$ cat src/rtl/jtgng_vidtimer.sv
// jtgng_vidtimer -- native 15 kHz raster timing generator.
//
// Produces the pixel/line counters and the blanking, sync and init strobes
// that feed the VGA scan doubler, the 15 kHz analogue output and the
// tile/sprite engines. Everything advances on clk edges qualified by cen6.
//
// Ports:
//   clk    in   system clock (24 MHz)
//   rst    in   asynchronous active-high reset
//   cen6   in   pixel clock enable (normally 1-in-4 clk cycles)
//   H      out  horizontal pixel count, 0..HCNT_END
//   V      out  line count, 0..VCNT_END
//   LHBL   out  active-low horizontal blank
//   LVBL   out  active-low vertical blank
//   HS     out  horizontal sync, active high
//   VS     out  vertical sync, active high
//   Hinit  out  high while H==0
//   Vinit  out  high while H==0 and V==0
//   frame  out  toggles once per frame
module jtgng_vidtimer #(
    parameter int HCNT_END = 383,
    parameter int HB_START = 256,
    parameter int HB_END   = 0,
    parameter int HS_START = 290,
    parameter int HS_END   = 318,
    parameter int VCNT_END = 263,
    parameter int VB_START = 240,
    parameter int VB_END   = 16,
    parameter int VS_START = 248,
    parameter int VS_END   = 252
) (
    input  logic       clk,
    input  logic       rst,
    input  logic       cen6,
    output logic [8:0] H,
    output logic [8:0] V,
    output logic       LHBL,
    output logic       LVBL,
    output logic       HS,
    output logic       VS,
    output logic       Hinit,
    output logic       Vinit,
    output logic       frame
);

    localparam logic [8:0] HEND = 9'(HCNT_END);
    localparam logic [8:0] VEND = 9'(VCNT_END);
    localparam logic [8:0] HBS  = 9'(HB_START);
    localparam logic [8:0] HBE  = 9'(HB_END);
    localparam logic [8:0] HSS  = 9'(HS_START);
    localparam logic [8:0] HSE  = 9'(HS_END);
    localparam logic [8:0] VBS  = 9'(VB_START);
    localparam logic [8:0] VBE  = 9'(VB_END);
    localparam logic [8:0] VSS  = 9'(VS_START);
    localparam logic [8:0] VSE  = 9'(VS_END);

    // Half-open window test [lo, hi).
    function automatic logic in_win(input logic [8:0] x,
                                    input logic [8:0] lo,
                                    input logic [8:0] hi);
        return (x >= lo) && (x < hi);
    endfunction

    logic       h_wrap;
    logic       v_wrap;
    logic [8:0] h_nxt;
    logic [8:0] v_nxt;

    always_comb begin
        h_wrap = (H == HEND);
        v_wrap = (V == VEND);
        h_nxt  = h_wrap ? '0 : H + 9'd1;
        v_nxt  = V;
        if (h_wrap) begin
            v_nxt = v_wrap ? '0 : V + 9'd1;
        end
    end

    // Strobes decode the next counter values so they register on the same
    // edge as the H/V they describe.
    always_ff @(posedge clk or posedge rst) begin
        if (rst) begin
            H     <= '0;
            V     <= '0;
            LHBL  <= 1'b0;
            LVBL  <= 1'b0;
            HS    <= 1'b0;
            VS    <= 1'b0;
            Hinit <= 1'b0;
            Vinit <= 1'b0;
            frame <= 1'b0;
        end else if (cen6) begin
            H     <= h_nxt;
            V     <= v_nxt;
            LHBL  <= in_win(h_nxt, HBE, HBS);
            LVBL  <= in_win(v_nxt, VBE, VBS);
            HS    <= in_win(h_nxt, HSS, HSE);
            VS    <= in_win(v_nxt, VSS, VSE);
            Hinit <= (h_nxt == '0);
            Vinit <= (h_nxt == '0) && (v_nxt == '0);
            if (h_wrap && v_wrap) begin
                frame <= ~frame;
            end
        end
    end

endmodule

$ cat config.mk
export PLATFORM = sky130hd
export DESIGN_NAME = jtgng_vidtimer
export DESIGN_NICKNAME = d
export VERILOG_FILES = /design/src/rtl/jtgng_vidtimer.sv
export SDC_FILE = /design/constraint.sdc
export NUM_CORES = 1
export LEC_CHECK = 0
export BUFFER_PORTS_ARGS = -buffer_cell sky130_fd_sc_hd__buf_2
export CAP_MARGIN = 10
export CORE_UTILIZATION = 25
export DETAILED_ROUTE_END_ITERATION = 6
export SETUP_SLACK_MARGIN = 0.15
export SYNTH_ARGS = -nofsm -noshare
export SYNTH_HDL_FRONTEND = slang
export SYNTH_SLANG_ARGS = --single-unit
$ cat constraint.sdc
create_clock -name clk -period 2.7 [get_ports clk]
set_input_delay 0.135 -clock clk [delete_from_list [all_inputs] [get_ports clk]]
set_output_delay 0.135 -clock clk [all_outputs]
set_load 0.05 [all_outputs]
==> impl_metrics.env <==
export IMPL_synthAdderAreaFrac=0.0164
export IMPL_synth_edf_count=0
export IMPL_final_area_um2=1800
export IMPL_crit_start="H[1]$_DFFE_PP0P_"
export IMPL_yosys_area_top_type="dfrtp_1"
export IMPL_cp_required_ps=2860
export IMPL_dp_cells=266
export IMPL_seq_area_frac_synth=0.410
export IMPL_cts_sinks=25
export IMPL_grt_setup_unrepaired="no"
export IMPL_synth_fp_nets=177
export IMPL_synth_top_family_by_area="simple AND/OR/NAND/NOR gates"
export IMPL_min_path_type="input port to async pin"
export IMPL_synthTopCellsByArea="dfrtp_1 41%, o21ai_0 7.2%, xor2_1 4.0%"
export IMPL_ios=28
export IMPL_overflow=0
export IMPL_yosysMostFrequentCell="dfrtp_1"
export IMPL_crit_type="flip-flop to flip-flop"
export IMPL_slew_headroom=0.341
export IMPL_h_tree_depth=1
export IMPL_reg2reg_from="H[1]$_DFFE_PP0P_"
export IMPL_setup_ws_ps=301
export IMPL_cts_tree="done"
export IMPL_cp_end_kind="flip-flop"
export IMPL_path_max_fanout=6
export IMPL_ir_worst_vdd_mv=0.312
export IMPL_holdWs_ps=67.1
export IMPL_synth_common_cells="25 x dfrtp_1, 22 x o21ai_0, 16 x nand2_1"
export IMPL_synth_top_area_share=0.410
export IMPL_grt_pass1_vias=1364
export IMPL_die_w_um=80.1
export IMPL_yosys_warnings=0
export IMPL_grt_pass1_wl_um=6440
export IMPL_syn_inst=172
export IMPL_min_period_over_period=0.888
export IMPL_finalWirelength_um=3770
export IMPL_ys_flop_type="dfrtp_1"
export IMPL_die_height_um=80.1
export IMPL_yosys_mux_area_fraction=0.0287
export IMPL_fp_coreArea_um2=5890
export IMPL_cts_resized_gates=0
export IMPL_clk_pin_slew_ps=100
export IMPL_power_density_nw_per_um2=789
export IMPL_antenna_found_initial=0
export IMPL_yosys_cell_types_count=45
export IMPL_dp_hpwl_um=2780
export IMPL_cts_buffers=3
export IMPL_min_period_ps=2400
export IMPL_syn_avg_cell_area_um2=8.87
export IMPL_cp_start_kind="flip-flop"
export IMPL_maxSlewViolCount=0
export IMPL_ys_seq_elements=25
export IMPL_wl_per_cell_um=14.0
export IMPL_maxCapViolations=0
export IMPL_antenna_left=0
export IMPL_postCtsHoldBufs=0
export IMPL_rows=28
export IMPL_initial_utilization=0.259
export IMPL_dr_pass1_iters=4
export IMPL_drc=0
export IMPL_io_buffers=27
export IMPL_design_final_nets=201
export IMPL_die_area_um2=6420
export IMPL_cts_root_buffer="clkbuf_8"
export IMPL_fill_cells=645
export IMPL_place_ws_ps=313
export IMPL_synth_area_um2=1530
export IMPL_hold_viol=0
export IMPL_clk_latency_ps=280
export IMPL_async_flop_share=1.00
export IMPL_total_leakage_power_nw=0.782
export IMPL_synth_compound_area_share=0.186
export IMPL_syn2layout_area_growth_pct=18.0
export IMPL_grt_start_max_net_pins=26
export IMPL_status="completed"
export IMPL_vias_per_cell=5.13
export IMPL_setup_viol=0
export IMPL_worstPathArrival_ps=2560
export IMPL_fin_tns_setup_ps=0
export IMPL_fmax_mhz=417
export IMPL_postCtsSetupBuffers=0
export IMPL_finClkSkew_ps=15.2
export IMPL_stdcell_count=270
export IMPL_cts_buffer_depth=2
export IMPL_gp_congestion=0.834
export IMPL_dpl_cell_area_um2=1750
export IMPL_worstMarginPinSlew_ps=987
export IMPL_diodes=0
export IMPL_track_usage=0.129
export IMPL_synthSimpleGateAreaFrac=0.237
export IMPL_synth_xor_area_frac=0.0689
export IMPL_drt_iter0_markers=81
export IMPL_vias=1385
export IMPL_final_layout_size_suffix_gt1_frac=0.267
[cell type report]
| cell class | count | area (um^2) | share of cell area |
|---|---|---|---|
| inverter | 8 | 30.0 | 0.0167 |
| multi-input combinational | 129 | 840 | 0.467 |
| clock inverter | 1 | 5.00 | 0.00278 |
| timing repair buffer | 29 | 150 | 0.0834 |
| clock buffer | 3 | 41.3 | 0.0229 |
| sequential | 25 | 639 | 0.355 |
| tap | 75 | 93.8 | 0.0522 |
[through the flow]
step            util  power (mW)
2_1_floorplan      -        1.10
3_3_place_gp   0.298        1.20
3_5_place_dp   0.298        1.21
4_1_cts        0.306        1.44
5_1_grt        0.306        1.52
6_report       0.306        1.42
[power breakdown]
group | switching [mW] | internal (mW)
sequential | 0.144 | 0.449
clock | 0.126 | 0.103
combinational | 0.401 | 0.196
total | 0.670 | 0.749
[worst paths after layout]
| kind | to | slack (ps) | depth (start not counted) |
|---|---|---|---|
| min in group clk | H[5]$_DFFE_PP0P_ | 270 | 3 |
| hold reg to reg | frame$_DFFE_PP0P_ | 470 | 1 |
| setup / recovery | VS$_DFFE_PP0P_ | 300 | 7 |
| max in group asynchronous | V[4]$_DFFE_PP0P_ | 1940 | 2 |
| setup reg to reg | VS$_DFFE_PP0P_ | 300 | 7 |
| hold / removal | H[4]$_DFFE_PP0P_ | 70 | 2 |
[critical path, cell delays in order, from the launching register on]
cell and delay, ps:
dfrtp_2 440, ha_4 200, nand3_4 120, or3_1 350
or3_1 330, a21oi_1 120, or4b_1 460, o32ai_1 270
[metal layers]
| metal | GRT usage | part of all wire | vias up |
|---|---|---|---|
| met1 | 0.164 | 0.46 | 673 |
| met5 | 0 | 0 | - |
| met2 | 0.227 | 0.50 | 32 |
| met4 | 0.0214 | 0.0072 | 0 |
| met3 | 0.0261 | 0.041 | 6 |
| li1 | - | - | 674 |
[logic make-up (layout without fill, tap and decap cells)]
logic type | after synthesis | in the layout
simple gates | 66 | 66
compound gates | 45 | 45
flops | 25 | 25
buf+inv | 18 | 41
xor+xnor | 12 | 12
mux | 4 | 4
fa+ha+maj | 2 | 2
[cell usage in the layout, fill, tap and decap left out, types with 2 or more instances in the layout]
| master | n |
|---|---|
| buf_2 | 27 |
| o21ai_0 | 22 |
| nand2_1 | 16 |
| dfrtp_1 | 14 |
| dfrtp_2 | 11 |
| nor2_1 | 9 |
| inv_1 | 8 |
| nor3_1 | 7 |
| and3_1 | 7 |
| nand3_1 | 7 |
| xor2_1 | 7 |
| xnor2_1 | 5 |
| a21oi_1 | 5 |
| nand4_1 | 4 |
| or3_1 | 4 |
| mux2_2 | 3 |
| clkbuf_8 | 3 |
| o2bb2ai_1 | 2 |
| nor4_1 | 2 |
| a31oi_1 | 2 |
| o32ai_1 | 2 |
| buf_4 | 2 |
[flip-flops by register name, indices dropped and copies added (netlist names)]
signal	count
Hinit	1
Vinit	1
V	9
frame	1
HS	1
VS	1
LHBL	1
LVBL	1
H	9
Note: power is estimated with default switching activity, not from simulation.
